<file path="config.mk">
export PLATFORM = sky130hd
export DESIGN_NAME = serial_rx_flat
export DESIGN_NICKNAME = d
export VERILOG_FILES = /design/src/rtl/serial_rx_if.sv /design/src/rtl/serial_rx.sv /design/src/flat_wrapper.sv
export SDC_FILE = /design/constraint.sdc
export NUM_CORES = 1
export LEC_CHECK = 0
export BUFFER_PORTS_ARGS = -buffer_cell sky130_fd_sc_hd__buf_2
export CAP_MARGIN = 20
export CORE_UTILIZATION = 52
export DETAILED_ROUTE_END_ITERATION = 10
export PLACE_DENSITY = 0.74
export SLEW_MARGIN = 10
export SYNTH_ARGS = -nofsm -noshare
export SYNTH_HDL_FRONTEND = slang
export SYNTH_SLANG_ARGS = --single-unit
</file>
<file path="constraint.sdc">
create_clock -name rclk -period 2.9 [get_ports rclk]
set_input_delay 0.145 -clock rclk [delete_from_list [all_inputs] [get_ports rclk]]
set_output_delay 0.145 -clock rclk [all_outputs]
set_load 0.01 [all_outputs]
</file>
<file path="src/rtl/serial_rx_if.sv">
// rtl/serial_rx_if.sv - serial line input and receive-FIFO write port of the frame deserializer
interface serial_rx_if #(parameter int DSIZE = 32);
  logic             s_in;
  logic             wfull;
  logic             w_en;
  logic [DSIZE:0]   wdata;
  logic             in_frame;
  logic             frame_err;
  logic             overflow;

  modport master (
    input  s_in, wfull,
    output w_en, wdata, in_frame, frame_err, overflow
  );

  modport slave (
    output s_in, wfull,
    input  w_en, wdata, in_frame, frame_err, overflow
  );
endinterface

</file>
<file path="src/rtl/serial_rx.sv">
// rtl/serial_rx.sv - frame deserializer: SOF hunt, 32-bit word assembly with one-word holdback, EOF tail check
module serial_rx #(
  parameter int          DSIZE   = 32,
  parameter logic [31:0] SOF_PAT = 32'h5a5a5a5a,
  parameter logic [15:0] EOF_PAT = 16'h0f0f
) (
  input  logic         rclk,
  input  logic         rrst,
  serial_rx_if.master  bus
);

  localparam logic [31:0] EOF_WORD = {EOF_PAT, EOF_PAT};

  typedef enum logic [1:0] {HUNT, DATA, TAIL} state_t;

  state_t           state, state_d;
  logic [31:0]      window, window_d;
  logic [5:0]       cnt, cnt_d;
  logic [DSIZE-1:0] pend, pend_d;
  logic             pend_valid, pend_valid_d;
  logic             w_en_q, w_en_d;
  logic [DSIZE:0]   wdata_q, wdata_d;
  logic             frame_err_q, frame_err_d;
  logic             overflow_q, overflow_d;
  logic             do_write, write_eof, exp_bit;

  always_ff @(posedge rclk or posedge rrst) begin
    if (rrst) begin
      state       <= HUNT;
      window      <= '0;
      cnt         <= '0;
      pend        <= '0;
      pend_valid  <= 1'b0;
      w_en_q      <= 1'b0;
      wdata_q     <= '0;
      frame_err_q <= 1'b0;
      overflow_q  <= 1'b0;
    end else begin
      state       <= state_d;
      window      <= window_d;
      cnt         <= cnt_d;
      pend        <= pend_d;
      pend_valid  <= pend_valid_d;
      w_en_q      <= w_en_d;
      wdata_q     <= wdata_d;
      frame_err_q <= frame_err_d;
      overflow_q  <= overflow_d;
    end
  end

  always_comb begin
    window_d     = {window[30:0], bus.s_in};
    state_d      = state;
    cnt_d        = cnt + 6'd1;
    pend_d       = pend;
    pend_valid_d = pend_valid;
    w_en_d       = 1'b0;
    wdata_d      = wdata_q;
    frame_err_d  = 1'b0;
    overflow_d   = 1'b0;
    do_write     = 1'b0;
    write_eof    = 1'b0;
    // Tail index 0..47 maps onto EOF_PAT bits 15..0 repeating; 16 divides evenly so low nibble suffices.
    exp_bit      = EOF_PAT[4'd15 - cnt[3:0]];

    case (state)
      HUNT: begin
        cnt_d = '0;
        if (window_d == SOF_PAT) state_d = DATA;
      end
      DATA: begin
        if (cnt == 6'd31) begin
          cnt_d = '0;
          if (window_d == EOF_WORD) begin
            state_d      = TAIL;
            pend_valid_d = 1'b0;
            if (pend_valid) begin
              do_write  = 1'b1;
              write_eof = 1'b1;
            end else begin
              frame_err_d = 1'b1;
            end
          end else begin
            do_write     = pend_valid;
            pend_d       = window_d;
            pend_valid_d = 1'b1;
          end
        end
      end
      TAIL: begin
        if (bus.s_in != exp_bit) begin
          frame_err_d = 1'b1;
          state_d     = HUNT;
          cnt_d       = '0;
        end else if (cnt == 6'd47) begin
          state_d = HUNT;
          cnt_d   = '0;
        end
      end
      default: begin
        state_d = HUNT;
        cnt_d   = '0;
      end
    endcase

    // A full FIFO drops the held word for good; framing carries on as if it had been written.
    if (do_write) begin
      if (bus.wfull) begin
        overflow_d = 1'b1;
      end else begin
        w_en_d  = 1'b1;
        wdata_d = {write_eof, pend};
      end
    end
  end

  assign bus.w_en      = w_en_q;
  assign bus.wdata     = wdata_q;
  assign bus.frame_err = frame_err_q;
  assign bus.overflow  = overflow_q;
  assign bus.in_frame  = (state == DATA);

endmodule

</file>
<file path="src/flat_wrapper.sv">
// flat-port wrapper written by rule: the top's interface ports become plain ports
module serial_rx_flat 
#(
  parameter int          DSIZE   = 32,
  parameter logic [31:0] SOF_PAT = 32'h5a5a5a5a,
  parameter logic [15:0] EOF_PAT = 16'h0f0f
)
  (rclk, rrst, bus_s_in, bus_wfull, bus_w_en, bus_wdata, bus_in_frame, bus_frame_err, bus_overflow);
  serial_rx_if #(.DSIZE(DSIZE)) bus_i ();
  input  logic rclk;
  input  logic rrst;
  input wire logic [$bits(bus_i.s_in)-1:0] bus_s_in;
  input wire logic [$bits(bus_i.wfull)-1:0] bus_wfull;
  output wire logic [$bits(bus_i.w_en)-1:0] bus_w_en;
  output wire logic [$bits(bus_i.wdata)-1:0] bus_wdata;
  output wire logic [$bits(bus_i.in_frame)-1:0] bus_in_frame;
  output wire logic [$bits(bus_i.frame_err)-1:0] bus_frame_err;
  output wire logic [$bits(bus_i.overflow)-1:0] bus_overflow;
  assign bus_i.s_in = bus_s_in;
  assign bus_i.wfull = bus_wfull;
  assign bus_w_en = bus_i.w_en;
  assign bus_wdata = bus_i.wdata;
  assign bus_in_frame = bus_i.in_frame;
  assign bus_frame_err = bus_i.frame_err;
  assign bus_overflow = bus_i.overflow;
  serial_rx #(.DSIZE(DSIZE), .SOF_PAT(SOF_PAT), .EOF_PAT(EOF_PAT)) u_core (.rclk(rclk), .rrst(rrst), .bus(bus_i));
endmodule
</file>
# Word level (Yosys, flattened, before mapping)
# Memory sizes are Yosys's and may differ from the RTL's.
# Cells that the tools add are included.
[word_totals] register_bits=108 latchBits=0 ramBits=0 romBits=16 inputBits=4 out_inout_bits=37 wordCells=59 memories=1
[mem_list] name="(name not given)" depth=16 word_bits=1 read_ports=1 rd_clocked_by_memory_dff=0 wr=0 line="serial_rx.sv:64" text="exp_bit = EOF_PAT[4'd15 - cnt[3:0]];"
[op_classes] addsub=2 mul=0 div_mod_pow=0 n_lt_le_gt_ge=1 eq_ne=11 shift=0 mux=28 n_bitwise=2 reduce_logical=5
[ops] cell="$eq A32 B28 Y1 const B" count=1
[ops] cell="$eq A32 B31 Y1 const B" count=1
[ops] cell="$mux W6" count=3
[ops] cell="$mux W1" count=17
[ops] cell="$pmux W6 S2" count=1
[ops] cell="$mux W2" count=5
[ops] cell="$add A6 B1 Y6 const B" count=1
[ops] cell="$eq A6 B5 Y1 const B" count=1
[ops] cell="$eq A6 B6 Y1 const B" count=1
[ops] cell="$ne A2 B1 Y1 const B" count=3
[ops] cell="$pmux W2 S3" count=1
[ops] cell="$lt A4 B5 Y1 const B" count=1
[ops] cell="$reduce_and A2 Y1" count=2
[ops] cell="$reduce_and A4 Y1" count=1
[ops] cell="$sub A4 B4 Y4 const A" count=1
[ops] cell="$ne A3 B1 Y1 const B" count=1
[ops] cell="$reduce_and A3 Y1" count=1
[ops] cell="$eq A2 B1 Y1 const B" count=1
[ops] cell="$eq A2 B2 Y1 const B" count=1
[ops] cell="$logic_not A2 Y1" count=1
[ops] cell="$not A1 Y1" count=2
[ops] cell="$pmux W1 S2" count=1
[ops] cell="$ne A1 B1 Y1" count=1

# Longest topological paths before layout
# Gate-level depths: netlist of run 1.
[depth] depth_word=6 mapped_depth=7 mapped_depth_nobuf=5

# Worst setup path after synthesis of run 1
# OpenSTA, ideal clock, no wires.
[synth_timing] path_type="register to register" from="register u_core.state[1]" to="register u_core.wdata_q[0] (netlist: u_core.bus.wdata[0])" setup_ns=0.125 arrival_ns=1.769 setup_slack_ns=1.006 path_stages_with_launch=7 path_buffers=1 period_less_slack_ns=1.894 path_cell_list="dfrtp_1 -> inv_1 -> ha_1 -> nand4_4 -> nor3_4 -> buf_6 -> mux2_2"
[synth_via] elab_chain_len=3
[synth_rtl] item="from (decl)" line="serial_rx.sv:16" text="state_t state, state_d;"
[synth_rtl] item="from (signal assigned)" line="serial_rx.sv:39" text="state <= state_d;"
[synth_rtl] item="$eq A2 B1 Y1"
[synth_rtl] item="net bus_in_frame" line="flat_wrapper.sv:16" text="output wire logic [$bits(bus_i.in_frame)-1:0] bus_in_frame;"
[synth_rtl] item="$mux W1" line="serial_rx.sv:66" text="case (state)"
[synth_rtl] item="$reduce_and A2 Y1 (no source line)"
[synth_rtl] item="to (signal assigned)" line="serial_rx.sv:45" text="wdata_q <= wdata_d;"
[synth_rtl] item="to (decl)" line="serial_rx.sv:22" text="logic [DSIZE:0] wdata_q, wdata_d;"
# The timed path passes the listed nets, and every way through them passes these cells.
# A chain may end at the register's enable or synchronous reset.

# Worst setup path after layout of run 1
[layout_timing] from="register u_core.window[13]" to="register u_core.pend[18]"
[layout_via] elab_chain_len=3
[layout_rtl] item="from (decl)" line="serial_rx.sv:17" text="logic [31:0] window, window_d;"
[layout_rtl] item="from (signal assigned)" line="serial_rx.sv:40" text="window <= window_d;"
[layout_rtl] item="$eq A32 B28 Y1" line="serial_rx.sv:74" text="if (window_d == EOF_WORD) begin"
[layout_rtl] item="$not A1 Y1 (no source line)"
[layout_rtl] item="$reduce_and A3 Y1 (no source line)"
[layout_rtl] item="to (signal assigned)" line="serial_rx.sv:42" text="pend <= pend_d;"
[layout_rtl] item="to (decl)" line="serial_rx.sv:19" text="logic [DSIZE-1:0] pend, pend_d;"
# Every way passes these cells.

==> results of run 1 <==
## report_power, final
| group | internal, mW | total [mW] | switching (mW) |
|---|---|---|---|
| Clock | 0.413 | 0.935 | 0.523 |
| Sequential | 1.53 | 1.55 | 0.0218 |
| Combinational | 0.0156 | 0.0500 | 0.0344 |
## cell families (layout without fill, tap and decap cells)
kind of cell             count (synthesis)  count (layout)  share of synthesized area [%]
multiplexers                            65              65                           19.9
AO/OA/AOI/OAI                           15              15                           3.02
flip-flops                             108             108                           64.0
adder cells (fa/ha/maj)                  4               4                           1.18
AND/OR/NAND/NOR                         38              38                           7.34
XOR/XNOR                                 5               5                           1.04
buffers and inverters                   17              71                           3.55
## how the worst max path moves through the flow
stage | startpoint | end | slack [ps] | cells after the start
6_report | u_core.window[13] | u_core.pend[18] | 720 | 5
5_1_grt | u_core.state[1] | u_core.pend[11] | 630 | 6
4_1_cts | u_core.state[1] | u_core.pend[18] | 710 | 6
3_5_place_dp | u_core.state[1] | u_core.pend[8] | 740 | 6
3_3_place_gp | u_core.window[28] | u_core.pend[15] | 800 | 5
2_1_floorplan | u_core.state[1] | u_core.bus.wdata[0] | 1010 | 6
## worst max-delay path, delay by kind of cell (launching register included)
family	cells	cell delay [ps]
AOI/OAI and AO/OA	1	460
buffers and inverters	1	260
DFF	1	430
muxes	1	320
and+or+nand+nor	2	590
## layout make-up
class | instances | area (sq um)
Fill cell | 602 | 3080
Clock inverter | 7 | 83.8
Sequential cell | 108 | 2700
Inverter | 9 | 37.5
Tap cell | 102 | 128
Timing Repair Buffer | 46 | 275
Multi-Input combinational cell | 127 | 1370
Clock buffer | 9 | 124
## stage by stage
stage / std cells / instance area (sq um)
floorplan: 252 / 4230
global placement: 390 / 4500
detailed placement: 390 / 4500
CTS: 408 / 4720
global route: 408 / 4720
finish: 408 / 4720
## metal layers
metal  global-route usage, %  routed length (microns)  vias to the layer above
met5                       0                        0                        -
met4                    8.72                      163                        0
met3                    3.40                      221                       13
met2                    25.8                     3010                       43
met1                    26.9                     3350                     1093
li1                        -                        -                      997
## cells in the final DEF, fill, tap and decap left out, types with 2 or more instances in the layout
master         instances
inv_1                  8
clkinvlp_4             2
nor2_1                 9
clkinv_4               3
xnor2_1                4
o21a_1                 2
and4bb_1               2
nor4bb_1               4
buf_4                  2
nand3_1                3
and4_4                 2
nand4_1                2
buf_2                 40
ha_1                   4
buf_12                 2
dfrtp_1              108
mux2_2                36
nand2_1                3
and4bb_2               6
dlygate4sd3_1          2
clkbuf_8               9
mux2_4                29
a211oi_1               3
## sequential cells by signal, summed over array words and instances, names as in the netlist
| signal | flops |
|---|---|
| u_core.bus.w_en | 1 |
| u_core.pend_valid | 1 |
| u_core.window | 31 |
| u_core.bus.wdata | 33 |
| u_core.state | 2 |
| u_core.cnt | 6 |
| u_core.bus.overflow | 1 |
| u_core.bus.frame_err | 1 |
| u_core.pend | 32 |
==> flow_summary.yaml, run 1 <==
die:
  dieArea_sq_um: 8490
  design.core.area_sq_um: 7810
  die_h_microns: 92.1
  start_util_pct: 54.1
  fp-row-count: 32
  fp.dieW_microns: 92.1
  ios: 41
critical_path:
  slowest_stage: "a21o_2"
  r2r_slack_ps: 720
  r2r-start: "u_core.window[13]"
  required_ps: 3160
  crit_path_max_incr_delay_ps: 460
  critical_path.max_fanout: 19
  r2r_end: "u_core.pend[18]"
  crit_arrival_ps: 2430
  path_cells: "and4bb_2 -> and4_4 -> a21o_2 -> buf_12 -> mux2_4"
  cp-end-kind: "flip-flop"
  startpoint_type: "flip-flop"
  crit_type: "flip-flop to flip-flop"
  rr_worst_depth: 5
placement:
  place_ws_ps: 741
  io_buffers: 40
  dp_hpwl_microns: 4570
  gp_congestion: 0.777
yosys:
  yosysWarnings: 0
  synth.avg_cell_area_sq_um: 16.8
  yosysMostFrequentCell: "dfrtp_1"
  synth_cell_types: 35
  synthCells: 252
  synth_seq_cells: 108
  synth_ff_type: "dfrtp_1"
  netlist_area_sq_um: 4230
  synth_common_cells: "dfrtp_1 (108), mux2_2 (36), mux2_4 (29)"
  yosysSeqAreaShare_pct: 64.0
  syn_nets: 260
  synthTopCellsByArea: "dfrtp_1 (64%), mux2_4 (10%), mux2_2 (9.6%)"
  synth_top_area_share_pct: 64.0
  ys_async_sr_fraction_pct: 100
  yosysTopAreaCell: "dfrtp_1"
  synth_edf_count: 0
clock_network:
  tritoncts: "yes"
  cts.sinks: 108
  htree_levels: 3
  cts_buffers: 9
  clk-insertion-delay-late_ps: 370
  ctsResizeCount: 0
  root_buffer: "clkbuf_8"
  cts.clk_slew.worst_paths_ps: 100
  cts_max_path_buffers: 2
  cts_hold_buf: 2
  cts_setup_buffers: 0
timing:
  worst_pin_slew_ps: 566
  fin_tns_setup_ps: 0
  setup_ws_ps: 724
  rsz0062_at_grt: "false"
  min_period_ps: 2180
  fmax_mhz: 459
  slew_headroom_pct: 62.2
  clock_skew_ps: 14.1
  whs_ps: 15.3
  hold_violations: 0
  finalSetupViolCount: 0
  period_share_pct: 75.0
  drv_slew: 0
hold_path:
  holdPathEnd: "u_core.bus.overflow"
  hp-class: "primary input to flip-flop"
  hp-start: "bus_wfull"
  hold_depth: 3
grt:
  antenna_found_initial: 0
  grt_pass1_vias: 2256
  grt-ovfl-total: 0
  grt_pass1_wl_microns: 11600
  grt_max_degree: 109
  track_usage_pct: 18.2
pwr:
  cellPowerDensity_nw_per_um2: 537
  p_leak_nw: 2.44
  power_mw: 2.53
  peakVddDrop_uv: 284
detailed_routing:
  num_vias: 2146
  drtIter0Drc: 113
  routedWlPerCell_microns: 16.5
  drt_first_pass_iters: 4
  routed_wl_microns: 6740
  via_per_inst: 5.26
  ant_nets: 0
  route.detailed.drc: 0
finish:
  nets: 309
  antenna_cells: 0
  area_growth_pct: 11.8
  drive_gt1_share_pct: 45.4
  utilization_pct: 60.5
status:
  status: "complete, no violations"
run:
  maxCapViolCount: 0
No activity file was read; power rests on OpenSTA's default activity.
==> inputs of run 2 (changes only) <==
==> constraint.sdc (replaced) <==
create_clock -name rclk -period 2 [get_ports rclk]
set_input_delay 0.1 -clock rclk [delete_from_list [all_inputs] [get_ports rclk]]
set_output_delay 0.1 -clock rclk [all_outputs]
set_load 0.01 [all_outputs]
==> flow_summary.yaml, run 2 (synthesized netlist as in run 1, its figures left out) <==
die:
  design.core.area_sq_um: 7810
  die_h_microns: 92.1
  fp.dieW_microns: 92.1
  dieArea_sq_um: 8490
  ios: 41
  fp-row-count: 32
  start_util_pct: 54.1
grt:
  grt-ovfl-total: 0
  grt_pass1_vias: 2281
  grtUsageMet2_pct: 27.8
  antenna_found_initial: 0
  grt_pass1_wl_microns: 11700
  use_met3_pct: 3.15
  grt-busiest-layer: "met2"
  track_usage_pct: 18.3
  grt_max_degree: 36
  grt_use_met1_pct: 25.7
critical_path:
  r2r-start: "u_core.cnt[0]"
  r2r_end: "u_core.bus.wdata[25]"
  required_ps: 2250
  crit_path_end: "u_core.bus.wdata[25]"
  cp-startpoint: "u_core.cnt[0]"
  cp-end-kind: "flip-flop"
  crit_type: "flip-flop to flip-flop"
  crit_arrival_ps: 2160
  rr_worst_depth: 7
  startpoint_type: "flip-flop"
  critical_path.max_fanout: 5
  r2r_slack_ps: 90
placement:
  gp_congestion: 0.790
  place_ws_ps: 117
  io_buffers: 40
  dp_hpwl_microns: 4750
timing:
  hold_violations: 0
  finalSetupViolCount: 0
  rsz0062_at_grt: "false"
  drv_slew: 0
  period_share_pct: 95.5
  worst_pin_slew_ps: 629
  min_period_ps: 1910
  slew_headroom_pct: 58.0
  fmax_mhz: 523
  setup_ws_ps: 89.7
  clock_skew_ps: 16.0
  fin_tns_setup_ps: 0
pwr:
  p_int_mw: 3.00
  p_comb_share_pct: 2.2
  swShare_pct: 20.9
  p_leak_nw: 2.52
  seqPwrFrac_pct: 59.2
  p_clk_share_pct: 38.6
  peakVddDrop_uv: 391
  cellPowerDensity_nw_per_um2: 773
  switching_power_mw: 0.794
detailed_routing:
  routedWlPerCell_microns: 16.7
  ant_nets: 0
  route.detailed.drc: 0
  drt_first_pass_iters: 6
  num_vias: 2236
  drtIter0Drc: 70
  routed_wl_microns: 7010
  via_per_inst: 5.34
clock_network:
  htree_levels: 3
  cts.clk_slew.worst_paths_ps: 100
  cts.sinks: 108
  root_buffer: "clkbuf_8"
  clk-insertion-delay-late_ps: 370
  cts_max_path_buffers: 2
  cts_buffers: 9
  tritoncts: "yes"
finish:
  nets: 320
  drive_gt1_share_pct: 46.7
  area_growth_pct: 16.1
  final_common_cell: "dfrtp_1"
  antenna_cells: 0
  mostFrequentLayoutCells: "dfrtp_1 (108), buf_2 (40), mux2_2 (36)"
  largest_register_ffs: 33
hold_path:
  hp-class: "primary input to async pin"
status:
  status: "complete, no violations"
run:
  maxCapViolCount: 0
## run 2: worst min path at each step
stage,start,end
after floorplan,bus_s_in,u_core.window[0]
after global routing,rrst,u_core.bus.wdata[11]
final,rrst,u_core.bus.wdata[22]
after detailed placement,rrst,u_core.bus.wdata[10]
after CTS,rrst,u_core.bus.wdata[10]
after global placement,rrst,u_core.bus.wdata[11]
## run 2: metal layers
metal / vias up / part of all wire, %
met3: 10 / 2.9
met4: 0 / 1.7
met2: 37 / 47
met1: 1163 / 48
li1: 1026 / -
met5: - / 0
## run 2: what timing repair did
action                                  CTS  global route
endpoints found under the setup margin    0             2
hold buffers                              3             0
resized for setup                         0             4
setup buffers                             0             5
hold endpoints to repair                 24             0
## run 2: layout make-up
class | count | area, sq um
fill | 592 | 2900
tap | 102 | 128
clock buffer | 12 | 145
multi-input combinational | 127 | 1390
sequential | 108 | 2700
timing repair buffer | 57 | 427
inverter | 9 | 37.5
clock inverter | 4 | 80.1
## run 2: power by group through the flow
stage | registers [mW] | clock network [mW] | logic, mW
after global placement | 2.29 | 0 | 0.0795
after global routing | 2.25 | 1.58 | 0.0943
after CTS | 2.25 | 1.51 | 0.0858
after floorplan | 2.28 | 0 | 0.0489
final | 2.25 | 1.46 | 0.0819
after detailed placement | 2.29 | 0 | 0.0811
## run 2: critical path: stages (launching register included)
cell and delay (ps):
dfrtp_1 400, ha_4 160, and3_4 210, nand4_4 130, nor3_4 300, buf_6 160
clkbuf_16 130, mux2_2 320
## run 2: per-stage QoR
| step | util (%) | cell area, sq um | total power [mW] | cells | hold slack [ps] |
|---|---|---|---|---|---|
| 2_1_floorplan | - | 4230 | 2.33 | 252 | 131 |
| 3_3_place_gp | 58.6 | 4580 | 2.37 | 394 | 196 |
| 3_5_place_dp | 58.6 | 4580 | 2.37 | 394 | 213 |
| 4_1_cts | 61.9 | 4830 | 3.84 | 413 | 355 |
| 5_1_grt | 62.8 | 4910 | 3.93 | 419 | 396 |
| 6_report | 62.8 | 4910 | 3.79 | 419 | 354 |
